**config.mk**
```make
export PLATFORM = sky130hd
export DESIGN_NAME = mdr_operand_loader
export DESIGN_NICKNAME = d
export VERILOG_FILES = /design/src/rtl/pkg_system_mdr.sv /design/src/rtl/mdr_iter_counter.sv /design/src/rtl/mdr_operand_loader.sv
export SDC_FILE = /design/constraint.sdc
export NUM_CORES = 1
export LEC_CHECK = 0
export ABC_AREA = 1
export BUFFER_PORTS_ARGS = -buffer_cell sky130_fd_sc_hd__buf_2
export CORE_MARGIN = 2
export CORE_UTILIZATION = 45
export CTS_CLUSTER_DIAMETER = 60
export DETAILED_ROUTE_END_ITERATION = 8
export PLACE_DENSITY = 0.79
export SKIP_CTS_REPAIR_TIMING = 1
export SKIP_LAST_GASP = 1
export SLEW_MARGIN = 20
export SYNTH_ARGS = -nofsm -noshare
export SYNTH_HDL_FRONTEND = slang
export SYNTH_SLANG_ARGS = --single-unit
```
**constraint.sdc**
```tcl
create_clock -name clk -period 1.7 [get_ports clk]
set_input_delay 0.425 -clock clk [delete_from_list [all_inputs] [get_ports clk]]
set_output_delay 0.425 -clock clk [all_outputs]
set_load 0.005 [all_outputs]
```
**src/rtl/pkg_system_mdr.sv**
```systemverilog
`default_nettype none
// ---------------------------------------------------------------------------
// pkg_system_mdr : shared widths, types and loader states for the MDR system
// Rev 1.0
// ---------------------------------------------------------------------------
package pkg_system_mdr;

    localparam int DW  = 16;
    localparam int DW2 = 2 * DW;

    typedef logic [DW-1:0] operand_t;
    typedef logic [DW:0]   mcand_t;
    typedef logic [DW2:0]  data_mult_a_t;

    typedef enum logic [2:0] {
        IDLE   = 3'd0,
        LOAD_A = 3'd1,
        LOAD_B = 3'd2,
        INIT   = 3'd3,
        RUN    = 3'd4,
        DONE   = 3'd5
    } loader_state_e;

endpackage
`default_nettype wire

```
**src/rtl/mdr_iter_counter.sv**
```systemverilog
`default_nettype none
// ---------------------------------------------------------------------------
// mdr_iter_counter : iteration counter with clear/enable, terminal count DW-1
// Rev 1.0
// ---------------------------------------------------------------------------
module mdr_iter_counter #(
    parameter int DW = 16,
    parameter int CW = $clog2(DW + 1)
) (
    input  logic clk,
    input  logic rst,
    input  logic i_clr,
    input  logic i_en,
    output logic o_tc
);

    localparam logic [CW-1:0] C_ONE  = CW'(1);
    localparam logic [CW-1:0] C_LAST = CW'(DW - 1);

    logic [CW-1:0] r_count;

    always_ff @(posedge clk or negedge rst) begin
        if (!rst) begin
            r_count <= '0;
        end else if (i_clr) begin
            r_count <= '0;
        end else if (i_en) begin
            r_count <= r_count + C_ONE;
        end
    end

    assign o_tc = (r_count == C_LAST);

endmodule
`default_nettype wire

```
**src/rtl/mdr_operand_loader.sv**
```systemverilog
`default_nettype none
// ---------------------------------------------------------------------------
// mdr_operand_loader : operand collection and iteration pacing for Booth mult
// Rev 1.0
// ---------------------------------------------------------------------------
module mdr_operand_loader
    import pkg_system_mdr::*;
#(
    parameter int DW = pkg_system_mdr::DW,
    parameter int CW = $clog2(DW + 1)
) (
    input  logic            clk,
    input  logic            rst,
    input  logic            i_start,
    input  logic            i_load,
    input  logic [DW-1:0]   i_operand,
    output logic            o_load_ack,
    output logic            o_busy,
    output logic            o_init,
    output logic [2*DW:0]   o_acc_init,
    output logic [DW:0]     o_mcand,
    output logic [DW:0]     o_mcand_neg,
    output logic            o_shift_en,
    output logic            o_flag
);

    localparam logic [DW:0] C_ONE = (DW + 1)'(1);

    loader_state_e r_state;
    loader_state_e w_next;
    logic          w_cap_a;
    logic          w_cap_b;
    logic          w_tc;
    logic [DW:0]   w_mcand;

    logic [DW-1:0] r_a;
    logic          r_load_ack;
    logic          r_init;
    logic          r_shift_en;
    logic          r_flag;
    logic [2*DW:0] r_acc_init;
    logic [DW:0]   r_mcand;
    logic [DW:0]   r_mcand_neg;

    mdr_iter_counter #(
        .DW (DW),
        .CW (CW)
    ) u_iter_counter (
        .clk   (clk),
        .rst   (rst),
        .i_clr (r_state == INIT),
        .i_en  (r_state == RUN),
        .o_tc  (w_tc)
    );

    always_ff @(posedge clk or negedge rst) begin
        if (!rst) begin
            r_state <= IDLE;
        end else begin
            r_state <= w_next;
        end
    end

    // i_load is only honoured in the two load states; i_start only in IDLE.
    always_comb begin
        w_next  = r_state;
        w_cap_a = 1'b0;
        w_cap_b = 1'b0;
        case (r_state)
            IDLE:    if (i_start) w_next = LOAD_A;
            LOAD_A:  if (i_load) begin
                         w_next  = LOAD_B;
                         w_cap_a = 1'b1;
                     end
            LOAD_B:  if (i_load) begin
                         w_next  = INIT;
                         w_cap_b = 1'b1;
                     end
            INIT:    w_next = RUN;
            RUN:     if (w_tc) w_next = DONE;
            DONE:    w_next = IDLE;
            default: w_next = IDLE;
        endcase
    end

    assign w_mcand = {r_a[DW-1], r_a};

    // Outputs are registered from the next state so they line up with it.
    always_ff @(posedge clk or negedge rst) begin
        if (!rst) begin
            r_a         <= '0;
            r_load_ack  <= 1'b0;
            r_init      <= 1'b0;
            r_shift_en  <= 1'b0;
            r_flag      <= 1'b0;
            r_acc_init  <= '0;
            r_mcand     <= '0;
            r_mcand_neg <= '0;
        end else begin
            r_load_ack <= w_cap_a | w_cap_b;
            r_init     <= w_cap_b;
            r_shift_en <= (w_next == RUN);
            r_flag     <= (w_next == DONE);
            if (w_cap_a) begin
                r_a <= i_operand;
            end
            if (w_cap_b) begin
                r_acc_init  <= {{DW{1'b0}}, i_operand, 1'b0};
                r_mcand     <= w_mcand;
                r_mcand_neg <= ~w_mcand + C_ONE;
            end
        end
    end

    assign o_busy      = (r_state != IDLE);
    assign o_load_ack  = r_load_ack;
    assign o_init      = r_init;
    assign o_shift_en  = r_shift_en;
    assign o_flag      = r_flag;
    assign o_acc_init  = r_acc_init;
    assign o_mcand     = r_mcand;
    assign o_mcand_neg = r_mcand_neg;

endmodule
`default_nettype wire

```
======== Yosys cells after proc, flatten, opt, wreduce, memory -nomap -nowiden ========
Cells that the tools add are included.
word-level totals
  register bits ........................... 77
  input bits .............................. 20
  output and inout bits ................... 72
  logic and storage cells ................. 34
operators by class
  $add $sub $neg .......................... 2
  eq/ne operators ......................... 7
  mux-type cells .......................... 10
  bitwise gates (word level) .............. 2
  reduce and logical (&&, ||, !) cells .... 3
operators by type and width
  operator                 number
  $add A17 B1 Y17 const B  1
  $not A17 Y17             1
  $pmux W3 S5              1
  $mux W3                  4
  $mux W5                  2
  $eq A3 B3 Y1 const B     3
  $eq A3 B2 Y1 const B     2
  $add A5 B1 Y5 const B    1
  $eq A5 B4 Y1 const B     1
  $eq A3 B1 Y1 const B     1
  $logic_not A3 Y1         1
  $mux W1                  3
  $reduce_bool A3 Y1       1
  $reduce_bool A2 Y1       1
  $or A1 B1 Y1             1

======== Longest topological paths before layout ========
  word-level depth ........................ 4
  depth in mapped cells ................... 9
  depth with buffers taken out ............ 9

======== Hierarchy ========
A second synthesis with hierarchy kept.
unflattened totals
  cell total of the unflattened synthesis .. 395
  area total of the unflattened synthesis .. 3400.8 µm²
modules (own cells, without submodules)
  module              times used  cells an instance  area an instance (µm²)  seq. area each (µm²)
  mdr_operand_loader  1           364                3136.8                  1776.7
  mdr_iter_counter    1           31                 264.0                   125.1

======== Worst setup path after synthesis ========
OpenSTA, ideal clock, no wires.
  path type ............................... register to register
  from .................................... register r_a[0]
  to ...................................... register r_mcand_neg[14] (netlist: o_mcand_neg[14])
  setup time .............................. 0.116 ns
  arrival time ............................ 1.218 ns
  required time ........................... 1.584 ns
  path slack .............................. 0.365 ns
  stages on the path, launching flop included .. 10
  buffers on the path ..................... 0
  clock period less this slack ............ 1.335 ns
  path through ............................ dfrtp_1 inv_1 ha_1 nand3_1 nor2_1 nand2_1 nand2_1 nand2_1 nand2_1 nand2_1
between the ends
  cells in the longest elaborated chain, start to end .. 2
ends and longest elaborated chain
  element                 line                       text
  from (decl)             mdr_operand_loader.sv:36   logic [DW-1:0] r_a;
  from (signal assigned)  mdr_operand_loader.sv:105  r_a <= i_operand;
  $not A17 Y17            mdr_operand_loader.sv:110  r_mcand_neg <= ~w_mcand + C_ONE;
  $add A17 B1 Y17         mdr_operand_loader.sv:110
  to (signal assigned)    mdr_operand_loader.sv:110
  to (decl)               mdr_operand_loader.sv:43   logic [DW:0] r_mcand_neg;
Every way passes these cells.
A chain may end at the register's enable or synchronous reset.

======== Worst setup path after layout ========
  from .................................... register r_state[1]
  to ...................................... output port o_busy
between the ends
  cells in the longest elaborated chain, start to end .. 1
ends and longest elaborated chain
  element                 line                       text
  from (decl)             mdr_operand_loader.sv:29   loader_state_e r_state;
  from (signal assigned)  mdr_operand_loader.sv:60   r_state <= w_next;
  $reduce_bool A3 Y1      mdr_operand_loader.sv:115  assign o_busy = (r_state != IDLE);
  to (decl)               mdr_operand_loader.sv:18   output logic o_busy,
Every way passes these cells.

==> impl_metrics.tcl <==
set metrics [dict create \
    ys_async_sr_fraction_pct 100 \
    period_needed_ps 1600 \
    path_clk_slew_ps 80 \
    cp-end-kind "output pin" \
    path_cells "nor2_2 -> nand2_1 -> buf_2" \
    cts_tree "done" \
    grt_pass1_wl_um 12200 \
    reg2reg_from "r_state[2]" \
    rows 31 \
    die_h_um 90.5 \
    synthCells 384 \
    fin_worst_skew_ps 10.0 \
    place_hpwl_um 5270 \
    utilization_pct 55.5 \
    power.density_mw_per_mm2 1790 \
    fin_nets 485 \
    dieWidth_um 90.5 \
    power.share.clock_pct 21.8 \
    htreeDepth 3 \
    critPathKind "register to output pin" \
    power_frac_seq_pct 43.9 \
    status "complete, no violations" \
    overflow 0 \
    critPathCapture "o_busy" \
    drtPass1Iterations 4 \
    routedWlPerCell_um 12.3 \
    hold_path_class "input port to register" \
    cp-start-kind "register" \
    core_area_mm2 0.00725 \
    synth-edff-count 0 \
    drv_slew 0 \
    synth-main-ff-cell "dfrtp_1" \
    viasPerCell 4.71 \
    p_sw_share_pct 36.6 \
    synth_cell_types 27 \
    rr_worst_depth 5 \
    p_leak_nw 2.18 \
    cts_sinks 76 \
    syn_to_final_growth_pct 19.6 \
    timing.hold.ws_ps 334 \
    p_int_mw 4.58 \
    worst_slew_pin_slew_ps 540 \
    place.gp.congestion 0.828 \
    cp.required_ps 1270 \
    nFillCells 678 \
    drc 0 \
    clockBufferDepth 2 \
    reg2reg_to "o_mcand_neg[5]" \
    cts_root_buffer "clkbuf_8" \
    n_antenna_cell 0 \
    avgSynthCellArea_um2 8.77 \
    routed_wl_um 6950 \
    fmax_mhz 627 \
    worst_ep_arrival_time_ps 1170 \
    numPortBuffers 74 \
    ir_drop_uv 676 \
    finalHoldViolations 0 \
    grt_max_degree 35 \
    final_cell_mix "93 x nand2_1, 76 x dfrtp_1, 73 x buf_2, 40 x o21ai_0, 37 x inv_1" \
    first_iter_violations 142 \
    cp_top_family "flip-flops" \
    drv_cap 0 \
    fin_crit_sh_pct 93.9 \
    crit_start "r_state[1]" \
    crit_path_max_fanout 5 \
    drive_gt1_share_pct 23.1 \
    crit_buf_inv 1 \
    vias 2666 \
    yosysSeqAreaShare_pct 56.5 \
    syn-cell-area_mm2 0.00337 \
    cts_made_buffers 9 \
    pin_count 92 \
    setup_violations 0 \
    crit_slowest_cell "dfrtp_1" \
    relSlewSlack_pct 63.9 \
    rrSetupSlack_ps 130 \
    cp.depth 3 \
    start_util_pct 46.4 \
    yosysWarnings 0 \
    p_sw_mw 2.64 \
    pwr-share-comb_pct 34.3 \
    antenna_found_initial 0 \
    drtAntennaViolNets 0 \
    grt_util_all_layers_pct 18.5 \
    clk_latency_ps 340 \
    slowest_delay_ps 420 \
    power_mw 7.22 \
    mostFrequentLayoutCell "nand2_1" \
    die-area_mm2 0.00819 \
    grt_pass1_vias 2655 \
    rsz0062_at_grt "no" \
    ys_ff_latch 76 \
]
[sequential cells by signal (all words and copies together) (netlist names), 3 cells and up]
| signal | flops |
|---|---|
| u_iter_counter.r_count | 5 |
| o_mcand | 16 |
| o_mcand_neg | 16 |
| r_a | 16 |
| o_acc_init | 16 |
| r_state | 3 |
[power groups by stage]
stage	clock network (mW)	logic, mW	registers, mW
2_1_floorplan	0	1.53	3.14
3_3_place_gp	0	2.42	3.18
3_5_place_dp	0	2.50	3.20
4_1_cts	1.61	2.51	3.17
5_1_grt	1.70	2.86	3.28
6_report	1.57	2.47	3.17
[Yosys cell counts (all sizes together), types with 2 or more instances]
master  count  area (µm²)
nor2       41         169
a21oi       2        10.0
o21ai      53         265
ha          3        37.5
xor2        3        26.3
clkbuf      2        7.51
nand4       6        37.5
inv        39         146
nand3      28         153
dfrtp      76        1900
buf        30         209
nand2      94         355
[worst register-to-register path, cell delays in order, from the launching register on]
cell and delay (ps):
dfrtp_1 470, nor2_4 180, nand3_4 230, inv_2 350, o21ai_1 130, o21ai_1 140
[metrics by stage]
stage,area [µm²],instances,TNS (ps),setup slack [ps]
3_5_place_dp,3780,549,0,130
6_report,4030,566,0,104
2_1_floorplan,3430,400,0,365
5_1_grt,4030,566,0,1.78
4_1_cts,4020,565,-6.30,-6.30
3_3_place_gp,3780,549,0,239
[cell type report]
class	instances	area, µm²	area share [%]
flip-flops and latches	76	1900	47.2
inverters	39	146	3.63
clock inverters	4	70.1	1.74
well taps	99	124	3.08
repair buffers	83	455	11.3
multi-input cells	253	1160	28.9
clock buffers	12	165	4.10
[cell families after synthesis]
kind of cell    count (synthesis)  synth area share [%]
compound gates                 57                  8.55
buf+inv                        71                  10.8
fa+ha+maj                       3                  1.11
flops                          76                  56.5
other cells                     1                 0.111
simple gates                  172                  21.9
xor+xnor                        4                  1.04
[metal layers]
metal / vias to the layer above / global-route usage, % / part of all wire [%]
met5: - / 0 / 0
met4: 0 / 6.92 / 1.6
li1: 1339 / - / -
met3: 10 / 3.42 / 5.2
met2: 80 / 29.6 / 47
met1: 1237 / 25.1 / 46
[worst min path at each step]
stage | start | endpoint | slack [ps] | cells after the start
floorplan | rst | o_acc_init[10] | 130 | 0
global placement | rst | o_acc_init[12] | 340 | 1
detailed placement | rst | o_acc_init[12] | 340 | 1
CTS | rst | o_acc_init[12] | -40 | 1
global route | i_operand[12] | r_a[12] | 340 | 3
finish | i_operand[12] | r_a[12] | 330 | 3
Note: power is estimated with default switching activity, not from simulation.
